`src/rtl/alu_pkg.sv`:
```
// Shared definitions for the ALU request front-end.
//   OP_*    : two-bit opcode encodings seen on in_op/out_op
//   state_t : sequencer FSM encoding
//   RES_W / OPND_W : result and operand widths
package alu_pkg;

    localparam int RES_W  = 8;
    localparam int OPND_W = 4;

    localparam logic [1:0] OP_ADD = 2'b00;
    localparam logic [1:0] OP_SUB = 2'b01;
    localparam logic [1:0] OP_MUL = 2'b10;
    localparam logic [1:0] OP_DIV = 2'b11;

    typedef enum logic [1:0] {
        ST_IDLE   = 2'b00,
        ST_SETTLE = 2'b01,
        ST_HOLD   = 2'b10
    } state_t;

endpackage

```
`src/rtl/alu_result_select.sv`:
```
// Combinational result selection for the ALU front-end.
// Picks the arithmetic unit output matching the opcode and derives the
// divide status flags.
//   op        : opcode of the operation in flight
//   a, b      : registered operands
//   sum_res .. quot_res : unit outputs
//   result    : selected 8-bit result
//   dz        : DIV with b == 0
//   range_err : DIV whose quotient exceeds what the divider resolves (0..4)
module alu_result_select
    import alu_pkg::*;
(
    input  logic [1:0]        op,
    input  logic [OPND_W-1:0] a,
    input  logic [OPND_W-1:0] b,
    input  logic [RES_W-1:0]  sum_res,
    input  logic [RES_W-1:0]  diff_res,
    input  logic [RES_W-1:0]  prod_res,
    input  logic [RES_W-1:0]  quot_res,
    output logic [RES_W-1:0]  result,
    output logic              dz,
    output logic              range_err
);

    // 5*b peaks at 75, so 7 bits hold both sides of the range compare.
    logic [6:0] a_ext;
    logic [6:0] b_x5;
    logic       b_zero;

    assign a_ext  = {3'b000, a};
    assign b_x5   = {3'b000, b} + {1'b0, b, 2'b00};
    assign b_zero = (b == '0);

    always_comb begin
        result    = '0;
        dz        = 1'b0;
        range_err = 1'b0;
        case (op)
            OP_ADD: result = sum_res;
            OP_SUB: result = diff_res;
            OP_MUL: result = prod_res;
            OP_DIV: begin
                if (b_zero) begin
                    // Divider output is meaningless with b == 0; report zero.
                    dz = 1'b1;
                end else begin
                    result    = quot_res;
                    range_err = (a_ext >= b_x5);
                end
            end
            default: result = '0;
        endcase
    end

endmodule

```
`src/rtl/alu_op_sequencer.sv`:
```
// Request front-end for the gate-level ALU units.
// Accepts one request per in_valid/in_ready handshake, holds the operands
// on op_a/op_b while the ripple paths settle for SETTLE_CYCLES cycles,
// then captures the selected unit result and flags and offers them on
// out_valid/out_ready.
//   clk, rst_n              : clock, async active-low reset
//   in_valid/in_ready, in_a, in_b, in_op : request side
//   op_a, op_b              : registered operands to all units
//   sum_res..quot_res       : unit results
//   out_valid/out_ready, out_result, out_op, out_dz, out_range : result side
//
// state     | meaning
// ----------+------------------------------------------------------------
// ST_IDLE   | no operation in flight, in_ready = 1
// ST_SETTLE | operands launched, down-counter running to terminal count
// ST_HOLD   | result captured, out_valid = 1 until the consumer takes it
module alu_op_sequencer
    import alu_pkg::*;
#(
    parameter int SETTLE_CYCLES = 2
) (
    input  logic              clk,
    input  logic              rst_n,
    input  logic              in_valid,
    output logic              in_ready,
    input  logic [OPND_W-1:0] in_a,
    input  logic [OPND_W-1:0] in_b,
    input  logic [1:0]        in_op,
    output logic [OPND_W-1:0] op_a,
    output logic [OPND_W-1:0] op_b,
    input  logic [RES_W-1:0]  sum_res,
    input  logic [RES_W-1:0]  diff_res,
    input  logic [RES_W-1:0]  prod_res,
    input  logic [RES_W-1:0]  quot_res,
    output logic              out_valid,
    input  logic              out_ready,
    output logic [RES_W-1:0]  out_result,
    output logic [1:0]        out_op,
    output logic              out_dz,
    output logic              out_range
);

    localparam logic [3:0] CNT_LOAD = 4'(SETTLE_CYCLES - 1);

    state_t          state;
    logic [3:0]      cnt;
    logic [1:0]      op_q;
    logic [RES_W-1:0] sel_result;
    logic            sel_dz;
    logic            sel_range;

    alu_result_select u_sel (
        .op        (op_q),
        .a         (op_a),
        .b         (op_b),
        .sum_res   (sum_res),
        .diff_res  (diff_res),
        .prod_res  (prod_res),
        .quot_res  (quot_res),
        .result    (sel_result),
        .dz        (sel_dz),
        .range_err (sel_range)
    );

    // In HOLD the slot frees up in the same cycle the result is taken,
    // which is what allows back-to-back requests.
    always_comb begin
        in_ready = 1'b0;
        case (state)
            ST_IDLE:   in_ready = 1'b1;
            ST_SETTLE: in_ready = 1'b0;
            ST_HOLD:   in_ready = out_ready;
            default:   in_ready = 1'b0;
        endcase
    end

    always_ff @(posedge clk or negedge rst_n) begin
        if (!rst_n) begin
            state      <= ST_IDLE;
            cnt        <= '0;
            op_a       <= '0;
            op_b       <= '0;
            op_q       <= '0;
            out_valid  <= 1'b0;
            out_result <= '0;
            out_op     <= '0;
            out_dz     <= 1'b0;
            out_range  <= 1'b0;
        end else begin
            case (state)
                ST_IDLE: begin
                    if (in_valid) begin
                        op_a  <= in_a;
                        op_b  <= in_b;
                        op_q  <= in_op;
                        cnt   <= CNT_LOAD;
                        state <= ST_SETTLE;
                    end
                end
                ST_SETTLE: begin
                    if (cnt == 4'd0) begin
                        out_result <= sel_result;
                        out_op     <= op_q;
                        out_dz     <= sel_dz;
                        out_range  <= sel_range;
                        out_valid  <= 1'b1;
                        state      <= ST_HOLD;
                    end else begin
                        cnt <= cnt - 4'd1;
                    end
                end
                ST_HOLD: begin
                    if (out_ready) begin
                        out_valid <= 1'b0;
                        if (in_valid) begin
                            op_a  <= in_a;
                            op_b  <= in_b;
                            op_q  <= in_op;
                            cnt   <= CNT_LOAD;
                            state <= ST_SETTLE;
                        end else begin
                            state <= ST_IDLE;
                        end
                    end
                end
                default: state <= ST_IDLE;
            endcase
        end
    end

endmodule

```
`config.mk`:
```
export PLATFORM = sky130hd
export DESIGN_NAME = alu_op_sequencer
export DESIGN_NICKNAME = d
export VERILOG_FILES = /design/src/rtl/alu_pkg.sv /design/src/rtl/alu_result_select.sv /design/src/rtl/alu_op_sequencer.sv
export SDC_FILE = /design/constraint.sdc
export NUM_CORES = 1
export LEC_CHECK = 0
export CELL_PAD_IN_SITES_DETAIL_PLACEMENT = 0
export CELL_PAD_IN_SITES_GLOBAL_PLACEMENT = 1
export CORE_UTILIZATION = 30
export CTS_CLUSTER_SIZE = 40
export DETAILED_ROUTE_END_ITERATION = 8
export GPL_ROUTABILITY_DRIVEN = 0
export PLACE_DENSITY = 0.79
export SYNTH_ARGS = -nofsm -noshare
export SYNTH_HDL_FRONTEND = slang
export SYNTH_SLANG_ARGS = --single-unit
```
`constraint.sdc`:
```
create_clock -name clk -period 2.6 [get_ports clk]
set_input_delay 0.52 -clock clk [delete_from_list [all_inputs] [get_ports clk]]
set_output_delay 0.52 -clock clk [all_outputs]
set_load 0.005 [all_outputs]
```
Word level (Yosys, flattened, before mapping)
Index checks and enable logic that the tools add are counted.

word-level totals
  register bits after elaboration = 29
  input port bits = 46
  logic and storage cells = 62

operators by class
  $add $sub $neg = 2
  order comparisons = 1
  eq/ne operators = 9
  mux-type cells = 28
  reductions and logical operators = 12

operators by type and width
  operator                                           number
  case mux 8 bit (4 select lines)                    1
  two-way mux 4 bit                                  7
  case mux 4 bit (2 select lines)                    2
  case mux 4 bit (3 select lines)                    1
  two-way mux 2 bit                                  5
  AND reduction 3 bit                                3
  zero test 4 bit                                    2
  two-way mux 8 bit                                  1
  != test 2 bit (second input constant)              4
  adder 4 x 6 -> 7 bit                               1
  greater-or-equal comparator 4 x 7 -> 1 bit         1
  two-way mux 1 bit                                  7
  == test 2 bit (second input constant)              3
  case mux 2 bit (3 select lines)                    1
  == test 2 x 1 -> 1 bit (second input constant)     2
  zero test 2 bit                                    2
  case mux 1 bit (2 select lines)                    2
  case mux 2 bit (2 select lines)                    1
  AND reduction 2 bit                                2
  nonzero test 2 bit                                 2
  subtractor 4 x 1 -> 4 bit (second input constant)  1
  nonzero test 3 bit                                 1

Depth between registers and ports, before layout
  word-level depth = 4
  depth in mapped cells = 8
  gate-level depth less buffers = 8

By module
From an unflattened synthesis, not the netlist that was laid out.

unflattened totals
  cell total of the unflattened synthesis = 158
  area, all modules = 1779.2 sq um

modules (own cells, without submodules)
  module             times used  cells each  area each (sq um)  sequential area each (sq um)
  alu_op_sequencer   1           89          1285.0             725.7
  alu_result_select  1           69          494.2              0.0

Worst setup path before layout
No wires, ideal clock.

  path kind = reg2reg
  from = register op_b[0]
  to = register out_range
  library setup time = 0.087 ns
  arrival time = 1.791 ns
  data required time = 2.513 ns
  slack = 0.722 ns
  stages on the path, launching flop included = 9
  path buffers = 0
  period minus slack after synthesis = 1.878 ns
  cell sequence = dfrtp_1 -> ha_1 -> inv_1 -> fa_1 -> ha_1 -> nand4_1 -> nor3_1 -> nor2_1 -> a22oi_1

on the way
  longest elaborated chain between the ends = 4
  elaborated cells on any way between the ends = 5

ends and longest elaborated chain
  what                                        RTL line                 text
  start: declaration                          alu_op_sequencer.sv:30   output logic [OPND_W-1:0] op_b,
  start signal: assignment                    alu_op_sequencer.sv:94   op_b <= in_b;
  start signal: assignment                    alu_op_sequencer.sv:117  op_b <= in_b;
  adder 4 x 6 -> 7 bit                        alu_result_select.sv:31  assign b_x5 = {3'b000, b} + {1'b0, b, 2'b00};
  greater-or-equal comparator 4 x 7 -> 1 bit  alu_result_select.sv:48  range_err = (a_ext >= b_x5);
  two-way mux 1 bit (*)                       alu_result_select.sv:43  if (b_zero) begin
  two-way mux 1 bit (*)                       alu_result_select.sv:38  case (op)
  end signal: assignment                      alu_op_sequencer.sv:105  out_range <= sel_range;
  end: declaration                            alu_op_sequencer.sv:40   output logic out_range

Mark *: on every way between the ends. The rest lies on a longest branch, timed or not.
A chain may end at the register's enable or synchronous reset.

Final worst setup path
  from = input out_ready
  to = output in_ready

on the way
  longest elaborated chain between the ends = 1

ends and longest elaborated chain
  what                             RTL line                text
  start: declaration               alu_op_sequencer.sv:36  input logic out_ready,
  case mux 1 bit (2 select lines)  alu_op_sequencer.sv:69  case (state)
  end: declaration                 alu_op_sequencer.sv:25  output logic in_ready,

Every way passes these cells.

==> flow_summary.ini <==
[timing]
maxSlewHeadroom = 0.585
min_period_over_period = 0.861
max_slew.worst_pin.slew_ns = 0.622
min_period_ns = 2.24
fin_skew_ns = 0.00479
hold_viol_final = 0
tns_ns = 0
fmax_mhz = 447
drv_slew = 0
rsz0062_at_grt = no
setup_viol = 0

[worst_setup_path]
cp_data_arrival_time_ns = 1.72
ff2ff_path_depth = 8
rr_endpoint = out_range
crit_type = in -> out
start_kind = primary input
cp_max_fo = 4
required_ns = 2.08
r2r_setup_slack_ns = 0.53
crit_path_end_kind = primary output
regToRegStartpoint = op_b[0]

[die]
design.portCount = 68
die_area_mm2 = 0.00603
die_width_um = 77.6
rows = 27
initial_utilization = 0.312
die_height_um = 77.6
coreArea_mm2 = 0.00551

[global_route]
grt_usage = 0.147
grt_pass1_vias = 1545
antenna_found_initial = 0
grt_first_pass_wirelength_um = 6960
grt_max_degree = 30
grt.overflow.total = 0

[synth]
netlist_top_cells_area = dfrtp_1 (42%), nand2_1 (6.3%), ha_1 (5.8%), o21ai_0 (4.7%), inv_1 (4.4%)
syn_avg_cell_area_um2 = 9.43
synth-edff-count = 0
yosys-top-cells-count = dfrtp_1 (29), nand2_1 (29), inv_1 (20)
synth_top_area_cell = dfrtp_1
synth_top_area_frac = 0.423
syn-instance-count = 182
syn-num-nets = 237
ys_warn_count = 0
synth_area_mm2 = 0.00172
async_reset_ff_frac = 1.00
synth_seq_cells = 29
ys_types = 38
ys.flop_type = dfrtp_1
yosysSeqAreaShare = 0.423

[drt]
routed_wl_um = 4210
via_per_inst = 4.69
drc = 0
ant_nets = 0
drtIter0Drc = 73
wl_per_cell_um = 13.0
firstDrtPassIters = 4
vias = 1515

[outcome]
status = completed

[pwr]
ir_drop_mv = 0.486
p_leak_nw = 1.08
power_density_mw_per_mm2 = 1040

[worst_hold_path]
hold_path_class = reg -> reg
hold_path_startpoint = out_result[3]
hold_depth = 2
holdPathEnd = out_result[3]

[clocking]
post_cts_buffers = 0
cts_sinks = 29
clock-root-buffer = clkbuf_8
insertion_delay_ns = 0.28
cts_tree = done
cts_buffers = 5
htree_levels = 2
cts_max_path_buffers = 2
cts-resized-gates = 0
cts.clk_slew.worst_paths_ns = 0.06
cts-hold-fix-buffers = 0

[cells_and_area]
regArea_um2 = 726
syn_to_final_growth_pct = 47.8
nets = 305
postLayoutCoreUtil = 0.461
drive_gt1_frac = 0.120
fillers = 565
multi_input_area_um2 = 863
fin_area_mm2 = 0.00254
antennaDiodeCount = 0

[place]
place_area_mm2 = 0.00245
post-dp-hpwl_um = 3020
io_buffers = 67

[flow_run]
maxCapViolCount = 0
worst max-delay path, cell delays in order:
cell,delay (ns)
clkdlybuf4s50_1,0.54
nor2b_4,0.07
nor2_1,0.08
clkdlybuf4s50_1,0.50
state kept, by name (all words and copies together), names as in the netlist, 2 cells and up:
name,flops
out_result,8
op_b,4
state,2
out_op,2
cnt,4
op_a,4
op_q,2
worst max-delay path by stage:
| stage | from | to | slack [ns] |
|---|---|---|---|
| 2_1_floorplan | op_b[0] | out_range | 0.72 |
| 3_3_place_gp | out_ready | in_ready | 0.36 |
| 3_5_place_dp | out_ready | in_ready | 0.36 |
| 4_1_cts | out_ready | in_ready | 0.35 |
| 5_1_grt | out_ready | in_ready | 0.31 |
| 6_report | out_ready | in_ready | 0.36 |
routing by layer:
layer	vias to the layer above	routed length, µm	track usage	part of all wire
met3	6	298	0.0506	0.071
met1	695	2020	0.188	0.48
met5	-	0	0	0
met4	0	40	0.0396	0.0095
met2	48	1850	0.235	0.44
li1	766	-	-	-
kinds of logic (layout without fill, tap and decap cells):
logic type                 after synthesis  after routing  share of synthesized area
and+or+nand+nor                         58             58                      0.183
DFF                                     29             29                      0.423
buffers and inverters                   30             99                     0.0743
adders and majority gates                9              9                     0.0700
muxes                                    5              5                     0.0328
AOI/OAI and AO/OA                       51             51                      0.217
layout make-up:
| type | instances | area share |
|---|---|---|
| Timing Repair Buffer | 71 | 0.276 |
| Inverter | 20 | 0.0296 |
| Sequential cell | 29 | 0.286 |
| Clock buffer | 6 | 0.0286 |
| Clock inverter | 2 | 0.00394 |
| Tap cell | 72 | 0.0355 |
| Multi-Input combinational cell | 123 | 0.340 |
power breakdown:
part           total, W  switching [W]  internal (W)
Sequential     0.000866       0.000208      0.000658
Clock          0.000354       0.000169      0.000185
Combinational   0.00142       0.000660      0.000764
metrics by stage:
| step | hold WS, ns | power (W) | setup slack, ns | instances |
|---|---|---|---|---|
| after floorplan | 0.224 | 0.00172 | 0.722 | 182 |
| after global placement | 0.459 | 0.00228 | 0.357 | 315 |
| after detailed placement | 0.467 | 0.00231 | 0.356 | 315 |
| after CTS | 0.480 | 0.00269 | 0.353 | 323 |
| after global routing | 0.497 | 0.00289 | 0.306 | 323 |
| final | 0.477 | 0.00264 | 0.362 | 323 |
layout by cell type (no fill, tap or decap), drive strengths merged, types with 2 or more instances in the layout:
master / count
dfrtp: 29
or3: 2
nand4: 2
nor3b: 2
nor2: 4
ha: 8
mux2: 5
nor2b: 10
nand2: 29
clkinv: 2
a211oi: 8
nor3: 2
o31ai: 9
o21ai: 16
buf: 4
nand3: 2
a21oi: 10
clkdlybuf4s50: 67
inv: 20
clkbuf: 6
No activity file was read; power rests on OpenSTA's default activity.
